**src/rtl/fft_pkg.sv**
```systemverilog
// Shared FFT definitions: sample width, frame size, complex sample type.
// Also provides a helper that flags the final write index of a frame.
package fft_pkg;

    localparam int DW  = 32;
    localparam int NPT = 8;
    localparam int IW  = $clog2(NPT);

    typedef struct packed {
        logic signed [DW-1:0] re;
        logic signed [DW-1:0] im;
    } cplx_t;

    function automatic logic is_last_idx(input logic [IW-1:0] idx);
        return idx == IW'(NPT - 1);
    endfunction

endpackage

```
**src/rtl/fft_frame_buf.sv**
```systemverilog
// One NPT-entry complex frame buffer: single indexed write port and a
// fully parallel read of all entries.
// Ports: clk, reset (sync, high), wr_en, wr_idx, wr_re, wr_im, rd_re[], rd_im[].
module fft_frame_buf #(
    parameter int DW = 32
) (
    input  logic                    clk,
    input  logic                    reset,
    input  logic                    wr_en,
    input  logic [fft_pkg::IW-1:0]  wr_idx,
    input  logic [DW-1:0]           wr_re,
    input  logic [DW-1:0]           wr_im,
    output logic [DW-1:0]           rd_re [fft_pkg::NPT],
    output logic [DW-1:0]           rd_im [fft_pkg::NPT]
);

    import fft_pkg::*;

    logic [DW-1:0] re_q [NPT];
    logic [DW-1:0] im_q [NPT];

    always_ff @(posedge clk) begin
        if (reset) begin
            for (int i = 0; i < NPT; i++) begin
                re_q[i] <= '0;
                im_q[i] <= '0;
            end
        end else if (wr_en) begin
            re_q[wr_idx] <= wr_re;
            im_q[wr_idx] <= wr_im;
        end
    end

    always_comb begin
        for (int i = 0; i < NPT; i++) begin
            rd_re[i] = re_q[i];
            rd_im[i] = im_q[i];
        end
    end

endmodule

```
**src/rtl/fft_input_framer.sv**
```systemverilog
// Ping-pong framer: collects 8 complex samples per frame and presents a
// whole frame in parallel to the FFT, with short-frame discard.
// Ports: clk, reset, in_valid/in_ready/in_re/in_im/in_last (sample stream),
//        x0..x7/y0..y7/frame_valid/frame_ready (frame), frame_err (pulse).
module fft_input_framer #(
    parameter int DW = 32
) (
    input  logic                 clk,
    input  logic                 reset,
    input  logic                 in_valid,
    output logic                 in_ready,
    input  logic [DW-1:0]        in_re,
    input  logic [DW-1:0]        in_im,
    input  logic                 in_last,
    output logic signed [DW-1:0] x0,
    output logic signed [DW-1:0] x1,
    output logic signed [DW-1:0] x2,
    output logic signed [DW-1:0] x3,
    output logic signed [DW-1:0] x4,
    output logic signed [DW-1:0] x5,
    output logic signed [DW-1:0] x6,
    output logic signed [DW-1:0] x7,
    output logic signed [DW-1:0] y0,
    output logic signed [DW-1:0] y1,
    output logic signed [DW-1:0] y2,
    output logic signed [DW-1:0] y3,
    output logic signed [DW-1:0] y4,
    output logic signed [DW-1:0] y5,
    output logic signed [DW-1:0] y6,
    output logic signed [DW-1:0] y7,
    output logic                 frame_valid,
    input  logic                 frame_ready,
    output logic                 frame_err
);

    import fft_pkg::*;

    logic [1:0]    full;
    logic          wr_sel;
    logic          rd_sel;
    logic [IW-1:0] wr_idx;
    logic          err_q;

    logic          accept;
    logic          commit;
    logic          short_frame;
    logic          rel;
    logic [1:0]    wr_en;

    logic [DW-1:0] re0 [NPT];
    logic [DW-1:0] im0 [NPT];
    logic [DW-1:0] re1 [NPT];
    logic [DW-1:0] im1 [NPT];
    logic [DW-1:0] rd_re [NPT];
    logic [DW-1:0] rd_im [NPT];

    always_comb begin
        in_ready    = !full[wr_sel];
        accept      = in_valid && in_ready;
        commit      = accept && is_last_idx(wr_idx);
        short_frame = accept && in_last && !is_last_idx(wr_idx);
        rel         = full[rd_sel] && frame_ready;
        wr_en       = '0;
        // The terminating sample of a short frame is dropped, not stored.
        if (accept && !short_frame) begin
            wr_en[wr_sel] = 1'b1;
        end
    end

    fft_frame_buf #(.DW(DW)) u_buf0 (
        .clk    (clk),
        .reset  (reset),
        .wr_en  (wr_en[0]),
        .wr_idx (wr_idx),
        .wr_re  (in_re),
        .wr_im  (in_im),
        .rd_re  (re0),
        .rd_im  (im0)
    );

    fft_frame_buf #(.DW(DW)) u_buf1 (
        .clk    (clk),
        .reset  (reset),
        .wr_en  (wr_en[1]),
        .wr_idx (wr_idx),
        .wr_re  (in_re),
        .wr_im  (in_im),
        .rd_re  (re1),
        .rd_im  (im1)
    );

    // Commit only targets a non-full buffer and release only a full one,
    // so the two updates to full[] never touch the same bit.
    always_ff @(posedge clk) begin
        if (reset) begin
            full   <= '0;
            wr_sel <= 1'b0;
            rd_sel <= 1'b0;
            wr_idx <= '0;
            err_q  <= 1'b0;
        end else begin
            err_q <= short_frame;
            if (accept) begin
                if (commit || short_frame) begin
                    wr_idx <= '0;
                end else begin
                    wr_idx <= wr_idx + IW'(1);
                end
            end
            if (commit) begin
                full[wr_sel] <= 1'b1;
                wr_sel       <= ~wr_sel;
            end
            if (rel) begin
                full[rd_sel] <= 1'b0;
                rd_sel       <= ~rd_sel;
            end
        end
    end

    always_comb begin
        for (int i = 0; i < NPT; i++) begin
            rd_re[i] = rd_sel ? re1[i] : re0[i];
            rd_im[i] = rd_sel ? im1[i] : im0[i];
        end
    end

    assign frame_valid = full[rd_sel];
    assign frame_err   = err_q;

    assign x0 = rd_re[0];
    assign x1 = rd_re[1];
    assign x2 = rd_re[2];
    assign x3 = rd_re[3];
    assign x4 = rd_re[4];
    assign x5 = rd_re[5];
    assign x6 = rd_re[6];
    assign x7 = rd_re[7];
    assign y0 = rd_im[0];
    assign y1 = rd_im[1];
    assign y2 = rd_im[2];
    assign y3 = rd_im[3];
    assign y4 = rd_im[4];
    assign y5 = rd_im[5];
    assign y6 = rd_im[6];
    assign y7 = rd_im[7];

endmodule

```
**config.mk**
```make
export PLATFORM = sky130hd
export DESIGN_NAME = fft_input_framer
export DESIGN_NICKNAME = d
export VERILOG_FILES = /design/src/rtl/fft_pkg.sv /design/src/rtl/fft_frame_buf.sv /design/src/rtl/fft_input_framer.sv
export SDC_FILE = /design/constraint.sdc
export NUM_CORES = 1
export LEC_CHECK = 0
export ABC_AREA = 0
export BUFFER_PORTS_ARGS = -buffer_cell sky130_fd_sc_hd__buf_2
export CORE_AREA = 3 3 384 291
export CTS_BUF_LIST = sky130_fd_sc_hd__clkbuf_16
export CTS_CLUSTER_DIAMETER = 100
export DETAILED_ROUTE_END_ITERATION = 6
export DIE_AREA = 0 0 387 294
export PLACE_DENSITY_LB_ADDON = 0.1
export SLEW_MARGIN = 15
export SYNTH_ARGS = -nofsm -noshare
export SYNTH_HDL_FRONTEND = slang
export SYNTH_SLANG_ARGS = --single-unit
```
**constraint.sdc**
```tcl
create_clock -name clk -period 8.1 [get_ports clk]
set_clock_uncertainty 0.15 [all_clocks]
set_input_delay 0 -clock clk [delete_from_list [all_inputs] [get_ports clk]]
set_output_delay 0 -clock clk [all_outputs]
set_load 0.02 [all_outputs]
```
==> summary.txt, run 1 <==
Hold path
  • Hold Crit Class: in2reg
  • Hold path depth: 3
  • HP Start: in_re[27]
  • Hold-critical path endpoint: u_buf1.re_q[7][27]

Worst setup path
  • Levels on crit path: 6
  • Worst setup EP type: flop
  • Slowest cell delay on critical path: 950 ps
  • CP Class: reg2reg
  • Worst path cell trace: ha_1 -> ha_1 -> nand2b_1 -> nand4_1 -> buf_4 -> nand2b_4
  • FF-to-FF path depth: 6
  • Worst setup SP type: flop
  • Worst R2R End: u_buf0.im_q[4][6]
  • Crit-path max FO: 64
  • Crit-path leading delay family: simple AND/OR/NAND/NOR gates
  • Buf/Inv on CP: 1
  • R2R Path Start: wr_idx[1]
  • Critical Path AT: 4770 ps
  • CP most frequent cell: ha_1
  • Worst R2R Setup Slack: 3470 ps
  • Req. time, crit path: 8240 ps
  • Slowest library cell on the worst path: nand2b_4

Logic synthesis
  • Syn. warnings: 0
  • Yosys top cell by area: edfxtp_1
  • Sequential element share of the synthesized area: 71.4%
  • Avg Cell Area, Syn: 14.3 µm²
  • Most frequent cell after synthesis: edfxtp_1
  • Post-synth net total: 3098
  • Main synth FF type: edfxtp_1
  • Post-synth top cells: 1024 x edfxtp_1, 1005 x nor2_1, 513 x mux2_2
  • Post-synth top area share: 71.0%
  • Asr flop ratio synth: 0%
  • Top post-synthesis cells by area: edfxtp_1 71%, mux2_2 13%, nor2_1 8.7%
  • Synth cell types: 32
  • Synthesis-stage register bit count: 1032
  • Post-Synthesis Cells: 3027
  • Post-synthesis cell area: 43300 µm²
  • EDFF count, synth: 1024

STA
  • Min Tclk post-route: 4630 ps
  • RSZ-0062 raised after global routing: false
  • FMAX: 0.216 GHz
  • Final Max Slew Viols: 0
  • Worst slew margin: 2.15%
  • Tightest Pin Transition: 1470 ps
  • Hold WS: -5.48 ps
  • Final Hold Fails: 2
  • Setup_tns: 0 ps
  • Final setup violation count: 0
  • Period utilisation layout: 57.1%

Run status
  • Failing checks: negative hold slack
  • Status: complete, but fails checks

Pwr
  • Maximum VDD drop: 0.148 mV
  • Tot Pwr: 11.8 mW
  • Int Power: 9.10 mW
  • NetSw: 2.67 mW
  • LEAKAGE: 18.9 nW
  • Switch share: 22.7%
  • P per Cell Area: 232 nW/µm²
  • Flop pwr share: 51.8%
  • Gate power share: 6.4%
  • Clk pwr share: 41.8%

Detailed routing
  • Pre-Repair DR Iteration Count: 6
  • Residual DRC: 0
  • Wire per inst: 27.1 µm
  • Via total after detailed routing: 26154
  • Via density: 5.24
  • First DRT Iteration DRCs: 2405
  • Post-Route WL: 135000 µm
  • Post-route ant nets: 0

Clock tree
  • Clock latency on the worst-skew pair: 690 ps
  • Clock slew at reported path FFs: 60 ps
  • CTS tree: yes
  • Clk buf depth: 3
  • CTS Buf Count: 107
  • # clock sinks: 1032
  • H-tree depth: 3
  • Clock root cell: clkbuf_16

Floorplanning
  • Die area: 114000 µm²
  • Die width: 387 µm
  • Starting Density: 40.2%
  • Top Ports: 584
  • Core Box Area: 108000 µm²
  • Die height: 294 µm
  • Row cnt: 104

Global routing
  • Maximum number of pins on one net before global-route repair: 191
  • Antenna violations before repair: 2
  • Number of global-route vias before repair: 25962
  • First-pass GRT wire length: 192000 µm
  • Grt ovf: 0
  • GRT Resource Usage Total: 23.3%

Placement
  • GPL Wtd Cong: 0.769
  • IO buf count: 583
  • Final HPWL DP: 82400 µm

Layout
  • Nets: 3548
  • Synthesis-to-finish area growth: 17.2%
  • Layout Utilization: 47.1%
  • Layout cells sized above 1: 37.3%

Job
  • Max Cap Violations: 0
## power by group through the flow
stage | clock network [mW] | logic [mW] | registers [mW]
after floorplan | 0 | 0.423 | 6.20
after global placement | 0 | 0.738 | 6.20
after detailed placement | 0 | 0.747 | 6.21
after CTS | 5.00 | 0.765 | 6.10
after global routing | 5.21 | 0.796 | 6.11
final | 4.92 | 0.753 | 6.10
## registers in the layout, indices dropped and copies added (netlist names)
signal       cells
frame_err        1
full             2
wr_idx           3
u_buf0.re_q    256
u_buf1.im_q    256
u_buf1.re_q    256
wr_sel           1
rd_sel           1
u_buf0.im_q    256
## layout make-up
cell class,instances,area (µm²)
flip-flops and latches,1032,30900
diodes,1,2.50
inverters,3,11.3
clock inverters,86,747
multi-input cells,1675,10800
clock buffers,108,2700
well taps,1431,1790
repair buffers,658,3720
fillers,9505,56900
## worst reg2reg max path, delay by kind of cell, from the launching register on
| family | cells | cell delay (ps) |
|---|---|---|
| flip-flops | 1 | 660 |
| AND/OR/NAND/NOR | 3 | 2270 |
| buffers and inverters | 1 | 630 |
| adder cells (fa/ha/maj) | 2 | 490 |
## what timing repair did
item	CTS	global route
hold buffers	35	1
hold endpoints to repair	427	22
gates resized for setup	0	0
setup buffers	0	0
## routing by layer
metal / vias up / GRT usage (%) / wire length, µm
li1: 11479 / - / -
met1: 13624 / 32.2 / 58200
met2: 889 / 38.5 / 65600
met3: 162 / 4.12 / 8550
met4: 0 / 5.44 / 3040
met5: - / 0 / 0
## cells in the final DEF, fill, tap and decap left out, types with 2 or more instances in the layout
cell and count:
edfxtp_1 1024, nor2_1 1005, buf_2 582, mux2_2 513, clkbuf_16 108, nand2b_1 65, dlygate4sd3_1 36, buf_4 31
clkinv_1 28, inv_1 21, nor2_4 20, clkinv_2 20, nand4_1 18, nand2b_4 16, bufinv_16 14, dfxtp_1 7
a21oi_1 6, o21ai_0 5, buf_16 5, and4b_1 4, nor4b_2 4, buf_12 4, and4bb_2 3, nor4bb_1 3
nor4_1 2, nor3_1 2, ha_1 2, clkinv_4 2
## cell families (layout without fill, tap and decap cells)
group / after synthesis / count (layout) / share of synthesized area [%]
flops: 1032 / 1032 / 71.4
compound gates: 12 / 12 / 0.142
fa+ha+maj: 2 / 2 / 0.0578
mux: 514 / 514 / 13.4
simple gates: 1147 / 1147 / 11.2
other cells: 0 / 1 / 0
buf+inv: 320 / 855 / 3.84
## worst max-delay path by stage
stage / startpoint / end / slack (ps)
floorplan: wr_idx[1] / u_buf1.im_q[3][0] / 4530
global placement: wr_idx[1] / u_buf0.im_q[4][3] / 3580
detailed placement: wr_idx[1] / u_buf0.re_q[4][25] / 3410
CTS: wr_idx[1] / u_buf0.im_q[4][6] / 3380
global route: wr_idx[0] / u_buf0.im_q[4][6] / 3100
finish: wr_idx[1] / u_buf0.im_q[4][6] / 3470
## per-stage QoR
stage	setup WS, ps	std cells	hold slack (ps)	area, µm²
CTS	3380	4987	8.28	50600
detailed placement	3410	4758	194	46800
global route	3100	4993	32.3	50700
floorplan	4530	3027	43.1	43300
global placement	3580	4756	216	46700
finish	3470	4994	-5.48	50700
Note: power is estimated with default switching activity, not from simulation.
==> inputs of run 2 (changes only) <==
clock period = 4.1 ns   (was 8.1 ns; I/O delays follow)
==> run 2 against run 1 <==
Critical path type unchanged. Sequential power grew 97%. Flip-flop and latch count is the same. Design area grew 0.93%. Largest cell class unchanged. Final cell count grew 0.64%. Core utilization grew 0.44 points. The flow now finishes without violations. Sequential share of layout area shrank 0.56 points. Highest routed layer unchanged. Combinational power grew 99%. Worst setup slack lost 2800 ps. Worst hold slack gained 22 ps.
==> summary.txt, run 2 (synthesis results as in run 1) <==
Run status
  • Status: finished clean

Detailed routing
  • Via density: 5.20 (-0.66%)
  • Via total after detailed routing: 26149 (-0.019%)
  • Residual DRC: 0 (unchanged)
  • Post-Route WL: 132000 µm (-2.2%)
  • Pre-Repair DR Iteration Count: 5 (-1)
  • Post-route ant nets: 0 (unchanged)
  • Wire per inst: 26.3 µm (-2.8%)
  • First DRT Iteration DRCs: 2268 (-5.7%)

STA
  • Tightest Pin Transition: 1090 ps (-379 ps)
  • Setup_tns: 0 ps (unchanged)
  • Min Tclk post-route: 3470 ps (-1160 ps)
  • RSZ-0062 raised after global routing: false
  • Final Max Slew Viols: 0 (unchanged)
  • Period utilisation layout: 84.7% (+28 points)
  • Final Hold Fails: 0 (-2)
  • Final setup violation count: 0 (unchanged)
  • FMAX: 0.288 GHz (+33%)
  • Worst slew margin: 27.4% (+25 points)

Pwr
  • Int Power: 17.9 mW (+97%)
  • Switch share: 22.7% (+0.036 points)
  • NetSw: 5.26 mW (+97%)
  • Gate power share: 6.5% (about the same)
  • Flop pwr share: 51.9% (about the same)
  • LEAKAGE: 19.2 nW (+1.3%)
  • Tot Pwr: 23.2 mW (+97%)
  • P per Cell Area: 453 nW/µm² (+95%)
  • Clk pwr share: 41.6% (-0.2 points)
  • Maximum VDD drop: 0.404 mV (+170%)

Clock tree
  • Clock root cell: clkbuf_16
  • CTS tree: yes
  • CTS Buf Count: 106 (-0.93%)
  • Clock latency on the worst-skew pair: 670 ps (-20 ps)
  • Clk buf depth: 3 (unchanged)
  • Post-CTS Resized: 0 (unchanged)
  • Post-CTS Setup Inserts: 0 (unchanged)
  • Clock slew at reported path FFs: 60 ps (about the same)
  • # clock sinks: 1032 (unchanged)
  • H-tree depth: 3 (unchanged)

Worst setup path
  • Worst setup EP type: flop
  • CP most frequent cell: ha_1
  • FF-to-FF path depth: 6 (unchanged)
  • Slowest cell delay on critical path: 680 ps (-270 ps)
  • CP Class: reg2reg
  • Critical Path AT: 3670 ps (-1100 ps)
  • Req. time, crit path: 4300 ps (-3940 ps)
  • Slowest library cell on the worst path: dfxtp_1
  • Worst path cell trace: ha_1 -> ha_1 -> nand2b_1 -> nand4_1 -> nand2b_4 -> buf_12
  • Buf/Inv on CP: 1 (unchanged)
  • Crit-path max FO: 40 (-38%)
  • Levels on crit path: 6 (unchanged)
  • Crit-path leading delay family: simple AND/OR/NAND/NOR gates
  • Worst setup SP type: flop

Layout
  • Most common cell after layout, fill and taps aside: edfxtp_1
  • Register Area: 30900 µm² (unchanged)
  • Layout cells sized above 1: 37.7% (+0.38 points)
  • Area of the multi-input gates: 10800 µm² (unchanged)
  • Synthesis-to-finish area growth: 18.3%
  • Nets: 3577 (+0.82%)
  • # diodes: 0 (-1)
  • Fill cells: 9502 (-0.032%)
  • Commonest non-fill, non-tap cells in the layout: 1024 x edfxtp_1, 1005 x nor2_1, 582 x buf_2, 513 x mux2_2, 109 x clkbuf_16

Placement
  • Final HPWL DP: 82400 µm (about the same)
  • GPL Wtd Cong: 0.771 (+0.35%)
  • IO buf count: 583 (unchanged)

Floorplanning
  • Top Ports: 584 (unchanged)
  • Row cnt: 104 (unchanged)
  • Starting Density: 40.2% (unchanged)
  • Die area: 114000 µm² (unchanged)
  • Die height: 294 µm (unchanged)
  • Die width: 387 µm (unchanged)
  • Core Box Area: 108000 µm² (unchanged)

Global routing
  • GRT Resource Usage Total: 22.8% (-0.52 points)
  • Antenna violations before repair: 3 (+1)
  • Number of global-route vias before repair: 25950 (-0.046%)
  • Maximum number of pins on one net before global-route repair: 84 (-56%)
  • Grt ovf: 0 (unchanged)
  • First-pass GRT wire length: 187000 µm (-2.3%)

Hold path
  • Hold Crit Class: in2reg
  • Hold path depth: 3 (unchanged)

Job
  • Max Cap Violations: 0 (unchanged)
run 2: cell count changes in the layout (fill, tap and decap cells not counted), sizes merged:
cell / before / now
clkbuf: 108 / 109
clkinvlp: 1 / 3
diode: 1 / 0
buf: 622 / 641
bufinv: 14 / 12
inv: 23 / 27
dlygate4sd3: 36 / 47
clkinv: 51 / 49
run 2: cell type report:
cell class / instances / area share, %
clock inverters: 88 / 1.45
inverters: 3 / 0.0220
multi-input cells: 1675 / 21.2
well taps: 1431 / 3.50
flip-flops and latches: 1032 / 60.4
repair buffers: 688 / 8.16
clock buffers: 109 / 5.33
run 2: path summary, 6_finish.rpt:
kind              startpoint                  to  slack (ps)
hold reg to reg      full[0]             full[0]         370
setup reg to reg   wr_idx[0]  u_buf0.re_q[4][12]         630
hold / removal     in_re[22]  u_buf1.re_q[3][22]          20
setup / recovery   wr_idx[0]  u_buf0.re_q[4][12]         630
run 2: power by group through the flow:
stage               registers, mW  logic (mW)  clock network [mW]
floorplan                    12.3       0.837                   0
global placement             12.2        1.49                   0
detailed placement           12.3        1.50                   0
CTS                          12.0        1.54                9.84
global route                 12.1        1.59                10.3
finish                       12.0        1.50                9.65
run 2: stage by stage:
stage,cell area [µm²],hold slack (ps),instances,utilization (%),setup WS (ps)
floorplan,43300,43.1,3027,-,530
CTS,51200,4.41,5026,47.6,645
finish,51200,16.3,5026,47.6,628
global route,51200,55.6,5026,47.6,378
detailed placement,47300,174,4782,43.9,647
global placement,47300,176,4782,43.9,705
run 2: what timing repair did:
action                                  4_1_cts  5_1_grt
hold endpoints to repair                    546        0
endpoints found under the setup margin        0        0
hold buffers                                 47        0
run 2: worst reg2reg max path: cells and delay by family, from the launching register on:
family,cells,cell delay [ps]
adders and majority gates,2,460
buffers and inverters,1,390
DFF,1,680
and+or+nand+nor,3,1400
run 2: layer usage:
metal | GRT usage (%) | wire length (µm) | vias up
li1 | - | - | 11525
met1 | 31.3 | 56800 | 13541
met2 | 37.1 | 63600 | 905
met3 | 3.85 | 7900 | 178
met4 | 7.33 | 4040 | 0
met5 | 0 | 0 | -
==> inputs of run 3 (changes only) <==
clock period = 3.5 ns   (was 4.1 ns; I/O delays follow)
==> run 3 against run 2 <==
Worst setup slack got worse by 180 ps. Largest cell class unchanged. Flip-flop and latch count did not move. Critical path depth is the same.
==> summary.txt, run 3 (synthesis results as in run 1) <==
Global routing
  • Grt ovf: 0 (unchanged)
  • GRT Resource Usage Total: 23.4% (+0.62 points)
  • First-pass GRT wire length: 192000 µm (+2.5%)
  • Maximum number of pins on one net before global-route repair: 110 (+31%)
  • Number of global-route vias before repair: 26758 (+3.1%)
  • Antenna violations before repair: 6 (+3)

Worst setup path
  • Worst setup SP type: flop
  • Crit-path max FO: 25 (-38%)
  • CP Class: reg2reg
  • Critical Path AT: 3270 ps (-400 ps)
  • Worst R2R Setup Slack: 450 ps (-180 ps)
  • Req. time, crit path: 3710 ps (-590 ps)
  • FF-to-FF path depth: 6 (unchanged)
  • R2R Path Start: wr_idx[0]
  • Worst setup EP type: flop
  • Worst Setup SP: wr_idx[0]
  • Worst R2R End: u_buf1.im_q[2][10]

Detailed routing
  • Pre-Repair DR Iteration Count: 5 (unchanged)
  • Post-Route WL: 135000 µm (+2.0%)
  • Met1 WL: 57800 µm (+1.8%)
  • Residual DRC: 0 (unchanged)
  • Met3 WL: 8910 µm (+13%)
  • Via total after detailed routing: 26354 (+0.78%)
  • Met2 WL: 63500 µm (-0.29%)
  • First DRT Iteration DRCs: 1988 (-12%)
  • Post-route ant nets: 0 (unchanged)
  • DR top layer: met4
  • Via density: 5.23 (+0.46%)
  • Wire per inst: 26.8 µm (+1.7%)

Floorplanning
  • Core Box Area: 108000 µm² (unchanged)
  • Die width: 387 µm (unchanged)
  • Die area: 114000 µm² (unchanged)
  • Row cnt: 104 (unchanged)
  • Starting Density: 40.2% (unchanged)
  • Die height: 294 µm (unchanged)
  • Top Ports: 584 (unchanged)

Clock tree
  • Clock slew at reported path FFs: 60 ps (about the same)
  • Clock root cell: clkbuf_16
  • # clock sinks: 1032 (unchanged)
  • CTS Buf Count: 106 (unchanged)
  • H-tree depth: 3 (unchanged)
  • CTS tree: yes
  • Clk buf depth: 3 (unchanged)
  • Clock latency on the worst-skew pair: 680 ps (about the same)
  • Post-CTS Setup Inserts: 0 (unchanged)

STA
  • Tightest Pin Transition: 1050 ps (-43.9 ps)
  • Worst slew margin: 30.3% (+2.9 points)
  • FMAX: 0.327 GHz (+14%)
  • RSZ-0062 raised after global routing: false
  • Period utilisation layout: 87.3% (+2.6 points)
  • Min Tclk post-route: 3050 ps (-418 ps)
  • Final Hold Fails: 0 (unchanged)
  • Final setup violation count: 0 (unchanged)
  • Final Max Slew Viols: 0 (unchanged)
  • Setup_tns: 0 ps (unchanged)
  • Hold WS: 23.8 ps (+7.48 ps)

Placement
  • IO buf count: 583 (unchanged)
  • Placed inst area: 47500 µm² (+0.60%)
  • GPL Wtd Cong: 0.777 (+0.74%)
  • Final HPWL DP: 83600 µm (+1.4%)

Hold path
  • Hold-critical path endpoint: u_buf1.re_q[1][24]
  • Hold path depth: 3 (unchanged)
  • Hold Crit Class: in2reg
  • HP Start: in_re[24]

Layout
  • Design area: 51300 µm² (+0.17%)
  • Layout cells sized above 1: 37.5% (-0.21 points)
  • Most common cell after layout, fill and taps aside: edfxtp_1
  • Nets: 3600 (+0.64%)
  • Commonest non-fill, non-tap cells in the layout: 1024 x edfxtp_1, 1005 x nor2_1, 582 x buf_2, 513 x mux2_2, 107 x clkbuf_16
  • Synthesis-to-finish area growth: 18.5%

Pwr
  • Tot Pwr: 26.5 mW (+14%)
  • LEAKAGE: 19.2 nW (+0.11%)
  • Maximum VDD drop: 0.349 mV (-14%)
  • P per Cell Area: 517 nW/µm² (+14%)

Job
  • Max Cap Violations: 0 (unchanged)

Run status
  • Status: finished clean
[run 3: worst max-delay path by stage]
stage,end,slack [ps]
floorplan,u_buf0.im_q[3][0],-70
detailed placement,u_buf1.re_q[0][5],230
finish,u_buf1.im_q[2][10],450
global route,u_buf0.im_q[2][5],250
global placement,u_buf0.im_q[2][10],270
CTS,u_buf0.im_q[2][8],210
[run 3: where the power goes]
| part | internal [mW] | leakage (nW) | switching, mW |
|---|---|---|---|
| logic | 0.522 | 6.88 | 1.28 |
| clock network | 5.89 | 1.65 | 4.72 |
| registers | 14.0 | 10.7 | 0.108 |
| total | 20.4 | 19.2 | 6.10 |
[run 3: cell type report]
type	count	area [µm²]
Multi-Input combinational cell	1675	10800
Timing Repair Buffer	711	4530
Sequential cell	1032	30900
Clock inverter	82	524
Clock buffer	107	2680
Fill cell	9553	56300
Tap cell	1431	1790
Antenna cell	1	2.50
Inverter	3	11.3
[run 3: timing repair]
| action | 4_1_cts | 5_1_grt |
|---|---|---|
| hold endpoints to repair | 650 | 0 |
| hold buffers | 54 | 0 |
| gates resized for setup | 0 | 1 |
| endpoints found under the setup margin | 0 | 98 |
[run 3: worst max-delay path, stage by stage (launching register included)]
cell and delay (ps):
dfxtp_1 690, ha_1 280, ha_1 220, nand2b_2 370
nand4_1 310, nand2b_4 410, buf_12 250
[run 3: metrics by stage]
stage,utilization (%),setup slack (ps),cells
floorplan,-,-69.9,3027
global placement,44.2,275,4798
detailed placement,44.2,233,4798
CTS,47.7,205,5041
global route,47.7,249,5041
finish,47.7,446,5042
[run 3: per-layer routing]
metal  global-route usage (%)  up-vias
li1                         -    11587
met1                     31.8    13635
met2                     37.7      911
met3                     4.74      221
met4                     8.04        0
met5                        0        -
